<file path="config.mk">
export PLATFORM = sky130hd
export DESIGN_NAME = opl2_channel_mixer
export DESIGN_NICKNAME = d
export VERILOG_FILES = /design/src/rtl/opl2_pkg.sv /design/src/rtl/saturate.sv /design/src/rtl/opl2_channel_mixer.sv
export SDC_FILE = /design/constraint.sdc
export NUM_CORES = 1
export LEC_CHECK = 0
export ABC_AREA = 1
export BUFFER_PORTS_ARGS = -buffer_cell sky130_fd_sc_hd__buf_2
export CORE_ASPECT_RATIO = 1.4
export CORE_MARGIN = 2
export CORE_UTILIZATION = 62
export CTS_CLUSTER_SIZE = 20
export DETAILED_ROUTE_END_ITERATION = 8
export PLACE_DENSITY = 0.95
export SETUP_SLACK_MARGIN = 0.15
export SYNTH_ARGS = -nofsm -noshare
export SYNTH_HDL_FRONTEND = slang
export SYNTH_SLANG_ARGS = --single-unit
</file>
<file path="constraint.sdc">
create_clock -name clk -period 5.89 [get_ports clk]
set_clock_uncertainty 0.1 [all_clocks]
set_input_delay 0.589 -clock clk [delete_from_list [all_inputs] [get_ports clk]]
set_output_delay 0.589 -clock clk [all_outputs]
set_load 0.02 [all_outputs]
</file>
<file path="src/rtl/opl2_pkg.sv">
// Shared definitions for the OPL2 channel mixer: the output sample width and the mixer FSM state type.
// Contents: SAMPLE_WIDTH (signed width of the mixed DAC sample) and mix_state_t (IDLE/ACCUM/DONE).
// The mixer and the testbench both import this package.
package opl2_pkg;

    localparam int SAMPLE_WIDTH = 16;

    typedef enum logic [1:0] {
        IDLE  = 2'd0,
        ACCUM = 2'd1,
        DONE  = 2'd2
    } mix_state_t;

endpackage : opl2_pkg

</file>
<file path="src/rtl/saturate.sv">
// Signed saturation of a wide value down to OUT_W bits. Purely combinational.
// Ports: i_dat (signed IN_W input), o_dat (signed OUT_W clamped result), o_clip (high when clamping occurred).
// IN_W must be larger than OUT_W.
module saturate #(
    parameter int IN_W  = 18,
    parameter int OUT_W = 16
) (
    input  logic signed [IN_W-1:0]  i_dat,
    output logic signed [OUT_W-1:0] o_dat,
    output logic                    o_clip
);

    // The value fits in OUT_W bits exactly when every bit from the output sign
    // position upward is a copy of the input sign bit.
    logic [IN_W-OUT_W:0] w_top;
    logic                w_ovf;

    assign w_top  = i_dat[IN_W-1:OUT_W-1];
    assign w_ovf  = ~((&w_top) | ~(|w_top));
    assign o_clip = w_ovf;

    always_comb begin
        o_dat = i_dat[OUT_W-1:0];
        if (w_ovf) begin
            o_dat = i_dat[IN_W-1] ? {1'b1, {(OUT_W-1){1'b0}}}
                                  : {1'b0, {(OUT_W-1){1'b1}}};
        end
    end

endmodule : saturate

</file>
<file path="src/rtl/opl2_channel_mixer.sv">
// Sums NUM_CHANNELS signed operator contributions per sample period and publishes a saturated sample.
// Ports: clk/reset (sync, active high); sample_clk_en, op_valid/op_channel/op_out, channel_mute in;
//        channel_valid/channel/clip out (two edges after the final beat), underrun sticky out.
module opl2_channel_mixer
    import opl2_pkg::*;
#(
    parameter int NUM_CHANNELS = 9,
    parameter int OP_OUT_WIDTH = 13
) (
    input  logic                           clk,
    input  logic                           reset,
    input  logic                           sample_clk_en,
    input  logic                           op_valid,
    input  logic [3:0]                     op_channel,
    input  logic signed [OP_OUT_WIDTH-1:0] op_out,
    input  logic [NUM_CHANNELS-1:0]        channel_mute,
    output logic                           channel_valid,
    output logic signed [SAMPLE_WIDTH-1:0] channel,
    output logic                           clip,
    output logic                           underrun
);

    // One guard bit on top of the log2 growth keeps the full-scale sum exact.
    localparam int ACC_W = OP_OUT_WIDTH + $clog2(NUM_CHANNELS) + 1;
    localparam int CNT_W = $clog2(NUM_CHANNELS + 1);
    localparam logic [CNT_W-1:0] CNT_N = CNT_W'(NUM_CHANNELS);

    mix_state_t r_state;
    mix_state_t w_state_nxt;

    logic signed [ACC_W-1:0]        r_acc;
    logic [CNT_W-1:0]               r_cnt;
    logic                           r_restart;
    logic                           r_underrun;
    logic                           r_stg_vld;
    logic signed [SAMPLE_WIDTH-1:0] r_stg_dat;
    logic                           r_stg_clip;
    logic                           r_out_vld;
    logic signed [SAMPLE_WIDTH-1:0] r_out_dat;
    logic                           r_out_clip;

    logic                           w_in_range;
    logic                           w_muted;
    logic signed [ACC_W-1:0]        w_contrib;
    logic [CNT_W-1:0]               w_cnt_nxt;
    logic                           w_start;
    logic                           w_beat;
    logic                           w_clear;
    logic                           w_publish;
    logic                           w_cut;
    logic signed [SAMPLE_WIDTH-1:0] w_sat_dat;
    logic                           w_sat_clip;

    // Out-of-range channel indices still count as beats but never contribute.
    always_comb begin
        w_in_range = 1'b0;
        w_muted    = 1'b0;
        for (int i = 0; i < NUM_CHANNELS; i++) begin
            if (op_channel == 4'(i)) begin
                w_in_range = 1'b1;
                w_muted    = channel_mute[i];
            end
        end
    end

    assign w_contrib = (op_valid && w_in_range && !w_muted)
                     ? {{(ACC_W-OP_OUT_WIDTH){op_out[OP_OUT_WIDTH-1]}}, op_out}
                     : '0;
    assign w_cnt_nxt = r_cnt + CNT_W'(op_valid);

    always_ff @(posedge clk) begin
        if (reset) begin
            r_state <= IDLE;
        end else begin
            r_state <= w_state_nxt;
        end
    end

    // An early sample_clk_en in ACCUM goes through DONE so the partial sum is
    // published on the same path; r_restart then carries the swallowed
    // sample_clk_en into the next period. Any beat arriving with that early
    // sample_clk_en is dropped, since the new period starts from a cleared
    // accumulator. Because DONE is never entered twice in a row, publish
    // pulses are always at least two cycles apart.
    always_comb begin
        w_state_nxt = r_state;
        w_start     = 1'b0;
        w_beat      = 1'b0;
        w_clear     = 1'b0;
        w_publish   = 1'b0;
        w_cut       = 1'b0;
        unique case (r_state)
            IDLE: begin
                if (sample_clk_en) begin
                    w_state_nxt = ACCUM;
                    w_start     = 1'b1;
                end
            end
            ACCUM: begin
                if (sample_clk_en) begin
                    w_state_nxt = DONE;
                    w_cut       = 1'b1;
                end else begin
                    w_beat = 1'b1;
                    if (w_cnt_nxt >= CNT_N) begin
                        w_state_nxt = DONE;
                    end
                end
            end
            DONE: begin
                w_publish = 1'b1;
                if (sample_clk_en || r_restart) begin
                    w_state_nxt = ACCUM;
                    w_clear     = 1'b1;
                end else begin
                    w_state_nxt = IDLE;
                end
            end
            default: begin
                w_state_nxt = IDLE;
            end
        endcase
    end

    saturate #(
        .IN_W  (ACC_W),
        .OUT_W (SAMPLE_WIDTH)
    ) u_saturate (
        .i_dat  (r_acc),
        .o_dat  (w_sat_dat),
        .o_clip (w_sat_clip)
    );

    // Publish path: DONE captures the saturated sum into a staging register,
    // which is transferred to the outputs one edge later.
    always_ff @(posedge clk) begin
        if (reset) begin
            r_acc      <= '0;
            r_cnt      <= '0;
            r_restart  <= 1'b0;
            r_underrun <= 1'b0;
            r_stg_vld  <= 1'b0;
            r_stg_dat  <= '0;
            r_stg_clip <= 1'b0;
            r_out_vld  <= 1'b0;
            r_out_dat  <= '0;
            r_out_clip <= 1'b0;
        end else begin
            if (w_start) begin
                r_acc <= w_contrib;
                r_cnt <= CNT_W'(op_valid);
            end else if (w_beat) begin
                r_acc <= r_acc + w_contrib;
                r_cnt <= w_cnt_nxt;
            end else if (w_clear) begin
                r_acc <= '0;
                r_cnt <= '0;
            end

            if (w_cut) begin
                r_restart  <= 1'b1;
                r_underrun <= 1'b1;
            end else if (w_publish) begin
                r_restart <= 1'b0;
            end

            r_stg_vld <= w_publish;
            if (w_publish) begin
                r_stg_dat  <= w_sat_dat;
                r_stg_clip <= w_sat_clip;
            end

            r_out_vld  <= r_stg_vld;
            r_out_clip <= r_stg_vld & r_stg_clip;
            if (r_stg_vld) begin
                r_out_dat <= r_stg_dat;
            end
        end
    end

    assign channel_valid = r_out_vld;
    assign channel       = r_out_dat;
    assign clip          = r_out_clip;
    assign underrun      = r_underrun;

endmodule : opl2_channel_mixer

</file>
# Yosys cells after proc, flatten, opt, wreduce, memory -nomap -nowiden
# Index checks and enable logic that the tools add are counted.
# Widths: inputs -> output; s select.
# op_classes
n_mux,42
n_addsub,2
eq_ne,12
n_lt_le_gt_ge,1
n_bitwise,4
n_reduce_logical,13
# ops
cell,n
$mux 18,4
$mux 16,2
$mux 1,30
$add 18x18->18,1
$eq 4x3->1 const B,4
$eq 4x2->1 const B,2
$mux 4,2
$mux 2,3
$pmux 2 s3,1
$add 4x1->4,1
$eq 4x1->1 const B,1
$eq 4x4->1 const B,1
$ge 4x4->1 const B,1
$logic_not 4->1,1
$reduce_bool 2->1,2
$ne 3x3->1 const B,1
$reduce_and 3->1,1
$reduce_bool 3->1,1
$reduce_or 3->1,1
$eq 2x1->1 const B,1
$eq 2x2->1 const B,1
$logic_and 1x1->1,2
$logic_not 2->1,1
$ne 2x2->1 const B,1
7 further kinds,8
# totals
register_bits,62

# Logic depth before layout (Yosys ltp)
# logic_depth
word_depth,16
depth_mapped,23
ltp_nobuf,23

# By module
# A second synthesis with hierarchy kept.
# hier_totals
hier_cells,568
hier_area_um2,3769.9
# by_module_without_submodules
mod,seq_area_each_um2,area_each_um2,n_inst,cells_per_inst
opl2_channel_mixer,1241.2,3592.2,1,526
saturate,0.0,177.7,1,42

# Least setup slack after synthesis
# OpenSTA, ideal clock, no wires.
# synth_path
kind,input to register
from,input port op_channel[2]
to,register r_acc[10]
cell_stages,23
setup_slack_ps,3026
n_path_buf,1
arrival_ps,2655
path_cell_list,nor2_1 -> nand2_1 -> nand2_1 -> nand2_1 -> a21oi_4 -> nand2_2 -> buf_6 -> nor2_2 -> ha_1 -> inv_1 -> fa_1 -> inv_1 -> nand3_1 -> nand2_1 -> nand3_1 -> nand2_1 -> nand2_1 -> nand2_1 -> a21oi_1 -> o21ai_0 -> nand3_1 -> nand2_1 -> inv_1
# synth_via
elab_chain_len,16
word_cells_on_any_way,34
classes_between,add/sub: 1; eq/ne: 8; mux: 21; reduce/logical: 4
# synth_lines
element,line,text
from (decl),opl2_channel_mixer.sv:14,"input logic [3:0] op_channel,"
$logic_not 4->1,opl2_channel_mixer.sv:59,if (op_channel == 4'(i)) begin
$mux 1 (9 in a row),opl2_channel_mixer.sv:59,
$logic_and 1x1->1 or $logic_not 1->1 (tied branches),opl2_channel_mixer.sv:66,assign w_contrib = (op_valid && w_in_range && !w_muted)
$logic_and 1x1->1 (*),opl2_channel_mixer.sv:66,
$mux 18 (*),opl2_channel_mixer.sv:67,"? {{(ACC_W-OP_OUT_WIDTH){op_out[OP_OUT_WIDTH-1]}}, op_out}"
$add 18x18->18,opl2_channel_mixer.sv:153,r_acc <= r_acc + w_contrib;
$mux 18,opl2_channel_mixer.sv:152,end else if (w_beat) begin
$mux 18 (*),opl2_channel_mixer.sv:149,if (w_start) begin
to (signal assigned),opl2_channel_mixer.sv:150,r_acc <= w_contrib;
to (signal assigned),opl2_channel_mixer.sv:153,
to (decl),opl2_channel_mixer.sv:31,logic signed [ACC_W-1:0] r_acc;
# Every way passes the cells marked *; elsewhere a longest branch is shown, timed or not.
# A chain may end at the register's enable or synchronous reset.

# Worst setup path in the final report
# layout_path
from,input port op_channel[0]
to,register r_acc[10]
# Same word-level chain as after synthesis.

==> impl_results.md <==
* Static Leak at 2.09 nW
* Most frequent cells after synthesis: nand2_1, dfxtp_1, nor2_1, inv_1, a21oi_1
* GRT overflow at 0
* Chip Width at 68.9 um
* Max Clk Rate at 317 MHz
* Crit path capture type: flip-flop
* Hold Crit Class: reg -> reg
* Die H at 94.9 um
* Nets at 637
* Synth cell types at 38
* Footprint of the multi-input gates at 0.00209 mm2
* Vias at 3670
* Fin util at 70.7%
* GRT Util Overall at 29.3%
* Switch Pwr at 0.266 mW
* Clock Tree Root: clkbuf_8
* Switching share of power at 28.1%
* CTS tree: done
* Fillers at 470
* Mapped cell area at 0.00366 mm2
* Syn-to-layout area delta at 11.7%
* Antenna diode count at 0
* Peak VDD IR at 0.123 mV
* Pin count of the biggest net entering global routing at 38
* Top FF cell, synth: dfxtp_1
* Hold Crit Depth at 2
* Via density at 5.55
* Min cycle time layout at 3.16 ns
* Fin. max-slew vios at 0
* Count of port buffers added during placement at 48
* Std-Cell Rows at 33
* Leading area contributor after synthesis: dfxtp_1
* Register share of total power at 47.0%
* TritonCTS Buffers at 9
* Yosys top cell area share at 33.9%
* Core Area at 0.00578 mm2
* # DRC at 0
* H-tree Lvls at 3
* Routed len/inst at 13.4 um
* Worst-Margin Slew at 0.863 ns
* Top-count cell post-synth: nand2_1
* CTS resizes at 0
* Setup crit start kind: primary input
* Final WL at 8.87 mm
* Initial core utilization at 63.3%
* Internal power at 0.679 mW
* Syn_nets at 595
* Clk_lat worst skew at 0.35 ns
* Synth area leaders: dfxtp_1, nand2_1, a21oi_1, ha_1, nor2_1
* Gp weighted congestion at 0.966
* Setup bufs post-CTS at 0
* CTS sink cnt at 62
* Asr flop ratio synth at 0%
* Initial DRC count at 213
* Clock transition at path regs at 0.07 ns
* Initial antenna violation count at 0
* Die area at 0.00654 mm2
* Register area at 0.00124 mm2
* Fin Hold WS at 0.346 ns
* Crit share post-route at 53.6%
* Max_slew headroom at 42.3%
* Critical Path Fanout Max at 12
* Layout cell share with drive strength beyond 1 at 16.9%
* Register area share after synthesis at 33.9%
* Run status: finished clean
* Max-cap violations at 0
* Dpl hpwl at 6.45 mm
* Pwr dens at 231 mW/mm2
* Vias in the first global route at 3424
* Worst Path Required at 6.04 ns
* Combinational power share at 13.7%
* Final setup vio count at 0
* R2R depth at 15
* Seq cells post-synth at 62
* DRT antenna net count at 0
* CTS Hold Buffers Added at 0
* Post-synth EDFFs at 0
* I/O pin count at 49
* TritonRoute pass-1 iters at 7
* Avg Cell Area, Syn at 6.71 um2
* Setup Crit Path Kind: in -> reg
* Synth Instances at 545
* Clk buf depth at 2
* Global-route wire length before repair at 14.5 mm
* RSZ-0062 raised after global routing: no
* Critical path data arrival time at 3.31 ns
* Setup TNS at 0 ns
* Hold Vio Cnt, Final at 0
* Yosys synthesis warning count at 0
* Clock power share at 39.3%
-- path summary, 6_finish.rpt --
check / startpoint / endpoint / slack, ns
max: op_channel[0] / r_acc[10] / 2.73
min reg2reg: underrun / underrun / 0.35
max reg2reg: r_acc[0] / r_acc[10] / 3.67
min: underrun / underrun / 0.35
-- per-stage QoR --
stage	power (mW)	cells	instance area (um2)	worst slack [ns]
after detailed placement	0.580	646	3900	2.42
after floorplan	0.547	545	3660	3.03
after global placement	0.575	646	3900	2.57
after CTS	0.945	661	4090	2.78
after global routing	0.981	661	4090	2.42
final	0.945	661	4090	2.73
-- placed cells by master, fill, tap and decap left out, drive strengths merged, types with 11 or more instances in the layout --
cell type  count
nand2        139
clkbuf        11
a21oi         52
nand3         25
inv           65
dfxtp         62
a31oi         11
ha            19
nor2          76
o21ai         45
or2           11
buf           48
-- flip-flops by register name, indices dropped and copies added, names as in the netlist --
register,count
r_stg_vld,1
r_stg_dat,16
r_state,2
channel_valid,1
r_cnt,4
r_restart,1
underrun,1
clip,1
channel,16
r_stg_clip,1
r_acc,18
-- worst max-delay path, stage by stage --
cell     delay [ns]
buf_2          0.13
inv_2          0.09
nand2_1        0.06
nand3_1        0.08
nand2_2        0.07
a21oi_4        0.15
nand2_2        0.28
nor2_2         0.20
ha_1           0.17
inv_1          0.08
fa_1           0.36
inv_1          0.09
nand3_1        0.07
nand2_1        0.16
nand3_1        0.11
nand2_1        0.15
nand2_1        0.07
nand2_1        0.08
a21oi_1        0.07
o21ai_0        0.08
nand3_1        0.09
nand2_1        0.06
inv_1          0.05
-- power by group through the flow --
| stage | Clock [mW] | Combinational, mW | Sequential [mW] |
|---|---|---|---|
| 3_5_place_dp | 0 | 0.127 | 0.453 |
| 5_1_grt | 0.392 | 0.143 | 0.445 |
| 3_3_place_gp | 0 | 0.123 | 0.452 |
| 6_report | 0.372 | 0.129 | 0.444 |
| 2_1_floorplan | 0 | 0.0916 | 0.455 |
| 4_1_cts | 0.374 | 0.128 | 0.444 |
-- final cells by class --
| class | count | area share, % |
|---|---|---|
| clock buffer | 11 | 3.46 |
| clock inverter | 4 | 1.16 |
| inverter | 65 | 5.97 |
| multi-input combinational | 401 | 51.0 |
| sequential | 62 | 30.4 |
| tap | 70 | 2.14 |
| timing repair buffer | 48 | 5.88 |
-- routing by layer --
metal / track usage, % / up-vias / wire length, um
li1: - / 1845 / -
met1: 31.9 / 1665 / 3490
met2: 50.6 / 132 / 4480
met3: 7.03 / 28 / 569
met4: 15.7 / 0 / 330
met5: 0 / - / 0
-- cells by family (layout without fill, tap and decap cells) --
logic type	Yosys count	count (layout)	share of synthesized area, %
and+or+nand+nor	265	265	32.5
adders and majority gates	20	20	7.05
DFF	62	62	33.9
AOI/OAI and AO/OA	114	114	17.0
buffers and inverters	82	128	9.06
xor gates and xnor gates	2	2	0.479
Power figures use the tool's default switching activity.
